<file path="src/rtl/lc3_decode.sv">
// LC-3 decode stage: waits on instruction memory, latches the word,
// splits it into fields and holds them until execute accepts.
module lc3_decode #(
  parameter int MEM_LATENCY = 1
) (
  input  logic        clk,
  input  logic        rst,
  input  logic        decode_start,
  input  logic [15:0] pc_in,
  input  logic [15:0] instr_in,
  input  logic        exec_ready,
  output logic [15:0] ir,
  output logic [15:0] npc,
  output logic [3:0]  opCode,
  output logic [2:0]  dr,
  output logic [2:0]  sr1,
  output logic [2:0]  sr2,
  output logic        imm_mode,
  output logic [2:0]  br_nzp,
  output logic [15:0] offset,
  output logic        reg_we,
  output logic        illegal,
  output logic        decode_valid,
  output logic        busy
);

  typedef enum logic [1:0] {
    IDLE,
    WAIT_MEM,
    CAPTURE,
    VALID
  } state_t;

  state_t     state;
  state_t     state_nx;
  logic [1:0] cnt;
  logic       start_ok;

  assign start_ok = (state == IDLE) && decode_start;

  always_ff @(posedge clk or posedge rst) begin
    if (rst) state <= IDLE;
    else     state <= state_nx;
  end

  always_comb begin
    state_nx = state;
    unique case (state)
      IDLE:     if (decode_start) state_nx = WAIT_MEM;
      WAIT_MEM: if (cnt == 2'd0)  state_nx = CAPTURE;
      CAPTURE:  state_nx = VALID;
      VALID:    if (exec_ready)   state_nx = IDLE;
    endcase
  end

  always_comb begin
    decode_valid = (state == VALID);
    busy         = (state != IDLE);
  end

  always_ff @(posedge clk or posedge rst) begin
    if (rst)
      cnt <= 2'd0;
    else if (start_ok)
      cnt <= 2'(MEM_LATENCY - 1);
    else if (state == WAIT_MEM && cnt != 2'd0)
      cnt <= cnt - 2'd1;
  end

  // Field decode straight from memory data; registered at CAPTURE
  logic [3:0]  op;
  logic        is_br;
  logic        is_alu;
  logic        is_m9;
  logic        is_jsr;
  logic        is_m6;
  logic        is_trap;
  logic [15:0] off_d;
  logic        we_d;
  logic        ill_d;

  assign op      = instr_in[15:12];
  assign is_br   = (op == 4'b0000);
  assign is_alu  = (op == 4'b0001) || (op == 4'b0101);
  assign is_m9   = (op == 4'b0010) || (op == 4'b0011)
                || (op == 4'b1010) || (op == 4'b1011)
                || (op == 4'b1110);
  assign is_jsr  = (op == 4'b0100);
  assign is_m6   = (op == 4'b0110) || (op == 4'b0111);
  assign is_trap = (op == 4'b1111);

  always_comb begin
    off_d = 16'h0000;
    unique case (1'b1)
      is_br, is_m9:
        off_d = {{7{instr_in[8]}}, instr_in[8:0]};
      is_jsr:
        if (instr_in[11])
          off_d = {{5{instr_in[10]}}, instr_in[10:0]};
      is_m6:
        off_d = {{10{instr_in[5]}}, instr_in[5:0]};
      is_alu:
        if (instr_in[5])
          off_d = {{11{instr_in[4]}}, instr_in[4:0]};
      is_trap:
        off_d = {8'h00, instr_in[7:0]};
      default:
        off_d = 16'h0000;
    endcase
  end

  assign ill_d = (op == 4'b1101) || (op == 4'b1000);
  assign we_d  = is_alu || is_jsr
              || (op == 4'b1001) || (op == 4'b0010)
              || (op == 4'b1010) || (op == 4'b0110)
              || (op == 4'b1110);

  always_ff @(posedge clk or posedge rst) begin
    if (rst)
      npc <= 16'h0000;
    else if (start_ok)
      npc <= pc_in + 16'd1;
  end

  always_ff @(posedge clk or posedge rst) begin
    if (rst) begin
      ir       <= 16'h0000;
      opCode   <= 4'h0;
      dr       <= 3'd0;
      sr1      <= 3'd0;
      sr2      <= 3'd0;
      imm_mode <= 1'b0;
      br_nzp   <= 3'd0;
      offset   <= 16'h0000;
      reg_we   <= 1'b0;
      illegal  <= 1'b0;
    end else if (state == CAPTURE) begin
      ir       <= instr_in;
      opCode   <= op;
      dr       <= instr_in[11:9];
      sr1      <= instr_in[8:6];
      sr2      <= instr_in[2:0];
      imm_mode <= is_alu & instr_in[5];
      br_nzp   <= is_br ? instr_in[11:9] : 3'd0;
      offset   <= off_d;
      reg_we   <= we_d;
      illegal  <= ill_d;
    end
  end

endmodule

</file>
<file path="config.mk">
export PLATFORM = sky130hd
export DESIGN_NAME = lc3_decode
export DESIGN_NICKNAME = d
export VERILOG_FILES = /design/src/rtl/lc3_decode.sv
export SDC_FILE = /design/constraint.sdc
export NUM_CORES = 1
export LEC_CHECK = 0
export CELL_PAD_IN_SITES_DETAIL_PLACEMENT = 1
export CELL_PAD_IN_SITES_GLOBAL_PLACEMENT = 1
export CORE_MARGIN = 4
export CORE_UTILIZATION = 47
export DETAILED_ROUTE_END_ITERATION = 6
export DONT_BUFFER_PORTS = 1
export PLACE_DENSITY = 0.75
export SYNTH_ARGS = -nofsm -noshare
export SYNTH_HDL_FRONTEND = slang
export SYNTH_SLANG_ARGS = --single-unit
</file>
<file path="constraint.sdc">
create_clock -name clk -period 2.01 [get_ports clk]
set_input_delay 0 -clock clk [delete_from_list [all_inputs] [get_ports clk]]
set_output_delay 0 -clock clk [all_outputs]
set_load 0.02 [all_outputs]
</file>
; ---- Word-level counts from Yosys, hierarchy flattened
; Cells that the tools add are included.
[word_totals]
out_inout_bits = 69
regBits = 71
elab_cells = 69
inputBits = 36
[op_classes]
n_reduce_logical = 23
n_eq_ne = 20
bitwise = 1
muxes = 10
n_addsub = 2
[ops]
columns = cell, n
row1 = 16-bit case mux with 5 select lines, 1
row2 = 16-bit 2-to-1 mux, 2
row3 = "4-bit equality test, second input constant", 7
row4 = "16-bit by 1-bit adder with 16-bit output, second input constant", 1
row5 = "4-bit by 3-bit equality test with 1-bit output, second input constant", 4
row6 = 1-bit logical OR, 13
row7 = 2-bit 2-to-1 mux, 5
row8 = "4-bit by 2-bit equality test with 1-bit output, second input constant", 2
row9 = 2-bit case mux with 4 select lines, 1
row10 = "2-bit inequality test, second input constant", 3
row11 = 2-bit nonzero test, 3
row12 = "2-bit equality test, second input constant", 2
row13 = "4-bit by 1-bit equality test with 1-bit output, second input constant", 1
row14 = 2-bit zero test, 2
row15 = 4-bit zero test, 1
row16 = 3-bit 2-to-1 mux, 1
row17 = 3-bit AND reduction, 1
row18 = "2-bit by 1-bit equality test with 1-bit output, second input constant", 1
row19 = 1-bit logical AND, 2
row20 = 2-bit OR reduction, 1
row21 = "2-bit by 1-bit subtractor with 2-bit output, second input constant", 1
row22 = 1-bit bitwise AND, 1

; ---- Longest topological paths before layout
; Gate-level depths: netlist of the first run.
[logic_depth]
word_depth = 8
mapped_depth = 6
ltp_nobuf = 6

; ---- Worst setup path after synthesis of the first run
; OpenSTA, ideal clock, no wires.
[synth_timing]
kind = reg2reg
start = register state[0]
end = register ir[15]
required_time_ns = 1.882
synth_period_minus_slack_ns = 1.487
setup_ns = 0.128
n_path_buf = 2
t_arrival_ns = 1.360
path_slack_ns = 0.523
path_stages_with_launch = 6
cell_sequence = dfrtp_1 -> inv_1 -> ha_1 -> buf_2 -> buf_2 -> mux2_1
[synth_between]
elab_chain_len = 1
[synth_rtl]
columns = element, line
row1 = from (decl), 34  ; state_t state;
row2 = from (signal assigned), 43  ; else state <= state_nx;
row3 = 2-bit equality test, 137  ; end else if (state == CAPTURE) begin
row4 = to (signal assigned), 138  ; ir <= instr_in;
row5 = to (decl), 12  ; output logic [15:0] ir,
; No other way between the ends.
; A chain may end at the register's enable or synchronous reset.

; ---- Final worst setup path of the first run
[layout_timing]
start = register state[0]
end = register offset[8]
[layout_between]
elab_chain_len = 1
[layout_rtl]
columns = element, line
row1 = 2-bit equality test, 137
row2 = to (signal assigned), 134  ; offset <= 16'h0000;
row3 = to (signal assigned), 145  ; offset <= off_d;
row4 = to (decl), 20  ; output logic [15:0] offset,
; No other way between the ends.

==> impl_metrics.tcl, run 1 <==
set metrics [dict create \
    cpMaxStageDelayCell "dfrtp_1" \
    worst_slew_pin_slew_ps 484.3 \
    wl_per_cell_um 18.82 \
    grt_pass1_vias 2195 \
    min_path_type "input pin to flip-flop" \
    grt_pass1_wl_um 11270 \
    cts_tree "yes" \
    fmax_mhz 567.7 \
    yosysTopAreaCell "dfrtp_1" \
    async_reset_ff_frac 1.000 \
    status "finished clean" \
    yosysWarnings 0 \
    leakagePower_uw 0.001354 \
    cts_setup_buffers 0 \
    crit_arrival_ps 2000 \
    portBuffers 0 \
    yosys-top-cells-area "dfrtp_1 49%, buf_4 5.0%, mux2_1 4.6%" \
    synth_seq_cells 53 \
    crit_path_start_kind "flip-flop" \
    grt_start_max_net_pins 23 \
    numClockSinks 53 \
    synth-edff-count 0 \
    synth_nets 305 \
    gp_congestion 0.7624 \
    synth_cell_types 44 \
    cp-end-kind "flip-flop" \
    slew_headroom 0.6771 \
    cts_buffers 5 \
    final_util 0.5639 \
    via_count 1983 \
    synth_area_mm2 0.002685 \
    antenna_cells 0 \
    die_h_um 83.59 \
    synth_cells 262 \
    setup_viol 0 \
    fin_crit_ps 1762 \
    drtAntennaViolNets 0 \
    dieWidth_um 83.59 \
    path_max_fanout 6 \
    final_layout_size_suffix_gt1_frac 0.09123 \
    start_util 0.4846 \
    avgSynthCellArea_um2 10.25 \
    cts.clk_slew.worst_paths_ps 90 \
    synth_top_area_share 0.4939 \
    die_area_mm2 0.006986 \
    route.detailed.drc 0 \
    rsz0062_at_grt "no" \
    post-dp-hpwl_um 4656 \
    core_area_mm2 0.005540 \
    cts-root-buf "clkbuf_8" \
    clock_latency_ps 300 \
    drv_slew 0 \
    drtIter0Drc 41 \
    htree_levels 2 \
    ctsResizeCount 0 \
    ys.flop_type "dfrtp_1" \
    grt.overflow.total 0 \
    cts_hold_buf 36 \
    min_period_over_period 0.8764 \
    fin_tns_setup_ps 0 \
    clk_path_buf_depth 2 \
    worstPathCellList "inv_1 > ha_1 > nor2b_1 > and4_1 > a222oi_1 > nand2_1" \
    boundaryPins 105 \
    critPathMaxStageDelay_ps 420 \
    grt_util_all_layers 0.1994 \
    p_total_uw 4697 \
    cap_violations 0 \
    synth_seq_area_share 0.4939 \
    power.density_mw_per_mm2 1503 \
    final-hold-violation-count 0 \
    rows 27 \
    fin_skew_ps 7.279 \
    syn2layout_area_growth_pct 16.36 \
    crit_type "flip-flop to flip-flop" \
    worstPathRequired_ps 2250 \
    via_per_inst 5.555 \
    final_nets 327 \
    ir_worst_vdd_mv 0.6426 \
    drtPass1Iterations 4 \
    hold_ws_ps 5.962 \
    drt_wl_total_um 6719 \
    antenna_found_initial 0 \
    num-fill-cells 610 \
]
-- Yosys cell counts, drive strengths merged (3+ instances only) --
library cell	n
nand2b	4
mux2	11
inv	17
dfrtp	53
a22o	3
nand3	6
nor2	10
buf	23
nor3	6
xnor2	12
nand2	32
nor4	4
ha	7
o21ai	24
nor2b	4
xor2	3
clkbuf	6
o2bb2ai	8
a222oi	3
a21oi	7
-- state kept, by name, indices dropped and copies added (netlist names) --
signal / count
br_nzp: 3
cnt: 2
illegal: 1
imm_mode: 1
ir: 16
npc: 16
offset: 11
reg_we: 1
state: 2
-- path summary, 6_finish.rpt --
check	start	to	slack, ps	cells after the start
hold reg to reg	offset[14]$_DFFE_PP0P_	offset[14]$_DFFE_PP0P_	550	2
min in group asynchronous	rst	npc[0]$_DFFE_PP0P_	110	2
max in group asynchronous	rst	offset[8]$_DFFE_PP0P_	1280	3
setup / recovery	state[0]$_DFFE_PP0P_	offset[8]$_DFFE_PP0P_	250	6
setup reg to reg	state[0]$_DFFE_PP0P_	offset[8]$_DFFE_PP0P_	250	6
hold / removal	pc_in[6]	npc[7]$_DFFE_PP0P_	6	4
-- worst max-delay path, delay by kind of cell (launching register included) --
kind / cells / cell delay [ps]
adders and majority gates: 1 / 350
buffers and inverters: 1 / 140
and+or+nand+nor: 3 / 700
AOI/OAI and AO/OA: 1 / 80
DFF: 1 / 420
-- cells by family after synthesis --
family / Yosys count / synth area share
adders and majority gates: 7 / 0.03262
buffers and inverters: 47 / 0.09319
AOI/OAI and AO/OA: 55 / 0.1389
xor gates and xnor gates: 15 / 0.04893
muxes: 11 / 0.04613
DFF: 53 / 0.4939
and+or+nand+nor: 74 / 0.1463
-- where the power goes --
group	internal (uW)	switching (uW)	total (uW)
logic	562	775	1340
clock network	374	343	717
registers	1540	1100	2640
-- per-stage QoR --
| stage | std cells | cell area (um^2) | worst slack (ps) |
|---|---|---|---|
| CTS | 357 | 3124 | 282.9 |
| floorplan | 262 | 2685 | 522.7 |
| global route | 357 | 3124 | 145.5 |
| global placement | 313 | 2653 | 406.7 |
| detailed placement | 313 | 2653 | 319.5 |
| finish | 357 | 3124 | 248.4 |
-- layer usage --
layer	routed length, um	up-vias	GRT usage
met5	0	-	0
met4	99	0	0.05556
met2	3664	61	0.3745
li1	-	922	-
met1	2487	991	0.2134
met3	467	9	0.06120
-- placed cells by master (no fill, tap or decap), types with 5 or more instances in the layout --
cell type,Yosys,routed
mux2_1,11,11
buf_4,18,8
o2bb2ai_1,8,8
dlygate4sd3_1,0,36
inv_1,14,13
o21ai_1,19,19
nand2_1,32,32
xnor2_1,12,12
clkbuf_8,0,5
ha_1,7,7
nor3_1,6,6
a21oi_1,7,7
nor2_1,10,10
dfrtp_1,53,53
-- area by class of cell --
| class | instances | area [um^2] | share of cell area |
|---|---|---|---|
| Sequential cell | 53 | 1326 | 0.4245 |
| Timing Repair Buffer | 44 | 420.4 | 0.1346 |
| Tap cell | 72 | 90.09 | 0.02883 |
| Clock buffer | 6 | 72.57 | 0.02323 |
| Clock inverter | 2 | 38.79 | 0.01241 |
| Multi-Input combinational cell | 162 | 1109 | 0.3548 |
| Inverter | 18 | 67.56 | 0.02163 |
No activity file was read; power rests on OpenSTA's default activity.
==> run 2: changes to the inputs <==
==> constraint.sdc (replaced) <==
create_clock -name clk -period 2.01 [get_ports clk]
set_input_delay 0 -clock clk [delete_from_list [all_inputs] [get_ports clk]]
set_output_delay 0 -clock clk [all_outputs]
set_load 0.01 [all_outputs]
==> run 2 against run 1 <==
Compared with the run above:
- sequential share of layout area rose by 1.0 points
- via count decreased by 3.7%
- critical path depth stayed put
- die area unchanged
- highest routed layer unchanged
==> impl_metrics.tcl, run 2 (same netlist as run 1, synthesis figures left out) <==
set metrics [dict create \
    status "finished clean" \
    power.density_mw_per_mm2 1313 \
    core_area_mm2 0.005540 \
    min_path_type "input pin to flip-flop" \
    fin_crit_ps 1630 \
    hold_depth 4 \
    cts_tree "yes" \
    final_nets 323 \
    drtAntennaViolNets 0 \
    final-hold-violation-count 0 \
    via_per_inst 5.442 \
    drv_slew 0 \
    dp.cells 311 \
    crit_arrival_ps 1810 \
    post-dp-hpwl_um 4600 \
    net-switching-power_uw 1689 \
    crit_type "flip-flop to flip-flop" \
    grt_pass1_wl_um 11140 \
    slew_headroom 0.6204 \
    rows 27 \
    grt.overflow.total 0 \
    antenna_found_initial 0 \
    cts.clk_slew.worst_paths_ps 90 \
    cts_setup_buffers 0 \
    drtIter0Drc 55 \
    clock_latency_ps 300 \
    top_regs "ir (16), npc (16), offset (11)" \
    grt_pass1_vias 2132 \
    crit_path_start_kind "flip-flop" \
    comb_power_share 0.298 \
    r2r_end "npc[7]$_DFFE_PP0P_" \
    hold_ws_ps 12.92 \
    ctsResizeCount 0 \
    fin_skew_ps 7.647 \
    drt_wl_total_um 6492 \
    r2r_cells 6 \
    grt_start_max_net_pins 23 \
    leakagePower_uw 0.001320 \
    start_util 0.4846 \
    setup_viol 0 \
    wl_per_cell_um 18.50 \
    ir_worst_vdd_mv 0.4613 \
    fin_tns_setup_ps 0 \
    grt_util_all_layers 0.1953 \
    clk_path_buf_depth 2 \
    final_common_cell "dfrtp_1" \
    boundaryPins 105 \
    p_seq_frac 0.563 \
    htree_levels 2 \
    via_count 1910 \
    cts_buffers 5 \
    final_layout_size_suffix_gt1_frac 0.08244 \
    final_cell_mix "53 x dfrtp_1, 34 x dlygate4sd3_1, 32 x nand2_1" \
    hold_end "npc[11]$_DFFE_PP0P_" \
    die_h_um 83.59 \
    drtPass1Iterations 4 \
    portBuffers 0 \
    rsz0062_at_grt "no" \
    cp-end-kind "flip-flop" \
    gp_congestion 0.7505 \
    worstPathRequired_ps 2190 \
    route.detailed.drc 0 \
    r2r_start "state[0]$_DFFE_PP0P_" \
    die_area_mm2 0.006986 \
    p_int_uw 2317 \
    cap_violations 0 \
    syn2layout_area_growth_pct 13.65 \
    fmax_mhz 613.3 \
    dieWidth_um 83.59 \
    min_from "pc_in[10]" \
    antenna_cells 0 \
    min_period_over_period 0.8112 \
    numClockSinks 53 \
    path_max_fanout 16 \
    worst_slew_pin_slew_ps 569.3 \
    cts-root-buf "clkbuf_8" \
    ff2ff_setup_slack_ps 380 \
    fin_cells 351 \
    clockPowerShare 0.139 \
    power.share.switching 0.4216 \
]
-- run 2: cell count changes in the layout (fill, tap and decap cells not counted), sizes merged --
cell / change
bufinv: -1
dlygate4sd3: -2
buf: -2
clkbuf: -1
-- run 2: power groups by stage --
stage	clock, uW	sequential, uW	combinational (uW)
2_1_floorplan	0	2050	1260
3_3_place_gp	0	2270	1080
3_5_place_dp	0	2290	1160
4_1_cts	575	2270	1220
5_1_grt	613	2340	1390
6_report	559	2250	1190
-- run 2: through the flow --
step	utilization	total power (uW)	area [um^2]	setup slack, ps
finish	0.5508	4006	3052	379.6
global route	0.5508	4342	3052	144.8
CTS	0.5508	4073	3052	347.9
detailed placement	0.4761	3446	2638	374.1
global placement	0.4761	3350	2638	457.7
floorplan	-	3304	2685	522.7
-- run 2: layout make-up --
class,instances,area [um^2]
clock inverter,1,5.005
sequential,53,1326
multi-input combinational,162,1109
inverter,18,67.56
fill,600,2489
timing repair buffer,40,385.4
clock buffer,5,68.82
tap,72,90.09
-- run 2: per-layer routing --
layer	wire [um]	part of all wire	GRT usage	vias up
li1	-	-	-	908
met1	2426	0.37	0.2210	934
met2	3473	0.53	0.3586	60
met3	502	0.077	0.05528	8
met4	89	0.014	0.04971	0
met5	0	0	0	-
-- run 2: critical path, cell delays in order, from the launching register on --
cell	delay, ps
dfrtp_1	420
inv_1	140
ha_1	300
nand2_1	250
buf_4	270
nand2_1	80
o21ai_1	70
-- run 2: how the worst max path moves through the flow --
stage,start,endpoint,slack (ps),cells past startpoint
global route,state[0]$_DFFE_PP0P_,state[0]$_DFFE_PP0P_,140,5
floorplan,state[0]$_DFFE_PP0P_,ir[15]$_DFFE_PP0P_,520,5
CTS,state[0]$_DFFE_PP0P_,npc[5]$_DFFE_PP0P_,350,6
detailed placement,state[0]$_DFFE_PP0P_,npc[9]$_DFFE_PP0P_,370,6
global placement,state[0]$_DFFE_PP0P_,offset[14]$_DFFE_PP0P_,460,6
finish,state[0]$_DFFE_PP0P_,npc[7]$_DFFE_PP0P_,380,6
-- run 2: what timing repair did --
action                                  4_1_cts  5_1_grt
endpoints found under the setup margin        0        0
hold buffers                                 34        0
hold endpoints to repair                    103        0
==> run 3: changes to the inputs <==
--- a/config.mk
+++ b/config.mk
@@ -8,10 +8,10 @@
 export CELL_PAD_IN_SITES_DETAIL_PLACEMENT = 1
 export CELL_PAD_IN_SITES_GLOBAL_PLACEMENT = 1
 export CORE_MARGIN = 4
-export CORE_UTILIZATION = 47
+export CORE_UTILIZATION = 42
 export DETAILED_ROUTE_END_ITERATION = 6
 export DONT_BUFFER_PORTS = 1
-export PLACE_DENSITY = 0.75
+export PLACE_DENSITY = 0.71
 export SYNTH_ARGS = -nofsm -noshare
 export SYNTH_HDL_FRONTEND = slang
 export SYNTH_SLANG_ARGS = --single-unit
==> constraint.sdc (replaced) <==
create_clock -name clk -period 1.4 [get_ports clk]
set_input_delay 0 -clock clk [delete_from_list [all_inputs] [get_ports clk]]
set_output_delay 0 -clock clk [all_outputs]
set_load 0.01 [all_outputs]
==> run 3 against run 2 <==
Compared with the run above:
- the run now ends with negative setup slack left
- worst setup slack worse by 410 ps
- register-to-register slack worse by 410 ps
- die area is 11% higher
- sequential cell count stayed put
- sequential share of layout area is 3.6 points lower
- via count is 6.5% higher
- count of clock-buffer cells in the layout is 2 higher
- final cell count is 5.4% higher
- first-iteration DRC count is 22% higher
- utilization is 0.085 points lower
- clock power is 70% higher
- fmax is 14% higher
- highest routed layer unchanged
==> impl_metrics.tcl, run 3 (same netlist as run 1, synthesis figures left out) <==
set metrics [dict create \
    drt_wl_total_um 7235 \
    drtIter0Drc 67 \
    cts-root-buf "clkbuf_8" \
    grt.overflow.total 0 \
    crit_type "flip-flop to flip-flop" \
    fin_crit_ps 1434 \
    ff2ff_setup_slack_ps -30 \
    min_period_over_period 1.024 \
    final_cell_mix "52 x dfrtp_1, 34 x dlygate4sd3_1, 30 x nand2_1" \
    min_path_type "input pin to flip-flop" \
    syn2layout_area_growth_pct 24.14 \
    setup_viol 3 \
    slew_headroom 0.6755 \
    rsz0062_at_grt "yes" \
    post-dp-hpwl_um 4808 \
    worstPathRequired_ps 1590 \
    crit_arrival_ps 1620 \
    crit_path_start_kind "flip-flop" \
    placed_cell_area_mm2 0.002761 \
    num-fill-cells 665 \
    boundaryPins 105 \
    power.density_mw_per_mm2 1999 \
    clock_latency_ps 310 \
    final-hold-violation-count 0 \
    via_per_inst 5.497 \
    portBuffers 0 \
    htree_levels 2 \
    fmax_mhz 697.4 \
    drtAntennaViolNets 0 \
    clk_path_buf_depth 2 \
    antenna_cells 0 \
    final_util 0.5500 \
    cap_violations 0 \
    route.detailed.drc 0 \
    fin_skew_ps 11.39 \
    leakagePower_uw 0.001449 \
    final_nets 337 \
    cp-end-kind "flip-flop" \
    violations "negative setup slack" \
    start_util 0.4430 \
    cts_tree "yes" \
    status "finished with violations" \
    dp_slack_ps -121.1 \
    top_regs "ir (16), npc (16), offset (11)" \
    antenna_found_initial 0 \
    cts_buffers 5 \
    design_area_mm2 0.003333 \
    worstPathCellList "inv_2 > ha_4 > buf_6 > and2_4 > a222oi_1 > nand2_1" \
    rows 28 \
    numClockSinks 53 \
    wl_per_cell_um 19.55 \
    drv_slew 0 \
    cts.clk_slew.worst_paths_ps 100 \
    core_area_mm2 0.006061 \
    ir_worst_vdd_mv 0.9906 \
    final_common_cell "dfrtp_1" \
    gp_congestion 0.7601 \
    via_count 2034 \
    die_h_um 87.96 \
    grt_util_all_layers 0.1919 \
    grt_pass1_vias 2269 \
    critPathMaxStageDelay_ps 400 \
    cpMaxStageDelayCell "dfrtp_1" \
    fin_tns_setup_ps -51.36 \
    worst_slew_pin_slew_ps 486.7 \
    grt_pass1_wl_um 11410 \
    layout_setup_ws_ps -33.98 \
    dieWidth_um 87.96 \
    grt_start_max_net_pins 36 \
    final_layout_size_suffix_gt1_frac 0.1966 \
    drtPass1Iterations 5 \
    die_area_mm2 0.007736 \
    path_max_fanout 4 \
]
[run 3: critical path, delay by kind of cell, from the launching register on]
kind	cells	cell delay, ps
flip-flops	1	400
AND/OR/NAND/NOR	2	230
AO/OA/AOI/OAI	1	310
adder cells (fa/ha/maj)	1	180
buffers and inverters	2	200
[run 3: where the power goes]
group          internal [uW]  switching [uW]  total, uW
logic                   1290            1220       2510
registers               2230             975       3200
clock network            448             502        951
[run 3: timing repair]
item	CTS	global route
setup endpoints to repair	28	16
pin swaps	7	5
hold buffers	34	0
setup buffers	1	1
gates resized for setup	15	16
hold endpoints to repair	103	0
[run 3: layout make-up]
class | count | area [um^2] | share of cell area
clock buffers | 7 | 96.34 | 0.02890
clock inverters | 1 | 5.005 | 0.001502
inverters | 18 | 70.07 | 0.02102
multi-input cells | 162 | 1202 | 0.3607
flip-flops and latches | 53 | 1328 | 0.3983
well taps | 75 | 93.84 | 0.02815
repair buffers | 54 | 538.0 | 0.1614
[run 3: path summary, 6_finish.rpt]
kind | start | end | cells after the start
min in group asynchronous | rst | ir[5]$_DFFE_PP0P_ | 2
hold / removal | pc_in[6] | npc[7]$_DFFE_PP0P_ | 4
hold reg to reg | offset[14]$_DFFE_PP0P_ | offset[14]$_DFFE_PP0P_ | 2
setup reg to reg | state[0]$_DFFE_PP0P_ | offset[9]$_DFFE_PP0P_ | 6
max in group asynchronous | rst | state[1]$_DFFE_PP0P_ | 3
setup / recovery | state[0]$_DFFE_PP0P_ | offset[9]$_DFFE_PP0P_ | 6
[run 3: layer usage]
metal  global-route usage  vias up  wire length (um)
li1                     -      944                 -
met1               0.2253     1019              2790
met2               0.3384       63              3827
met3              0.05550        8               537
met4              0.05858        0                79
met5                    0        -                 0
[run 3: through the flow]
step	instances	power, uW	hold slack [ps]
4_1_cts	369	6543	0.3799
3_5_place_dp	326	5278	-92.47
6_report	370	6664	1.923
5_1_grt	370	7190	13.73
2_1_floorplan	262	4795	82.44
3_3_place_gp	326	5127	-101.8
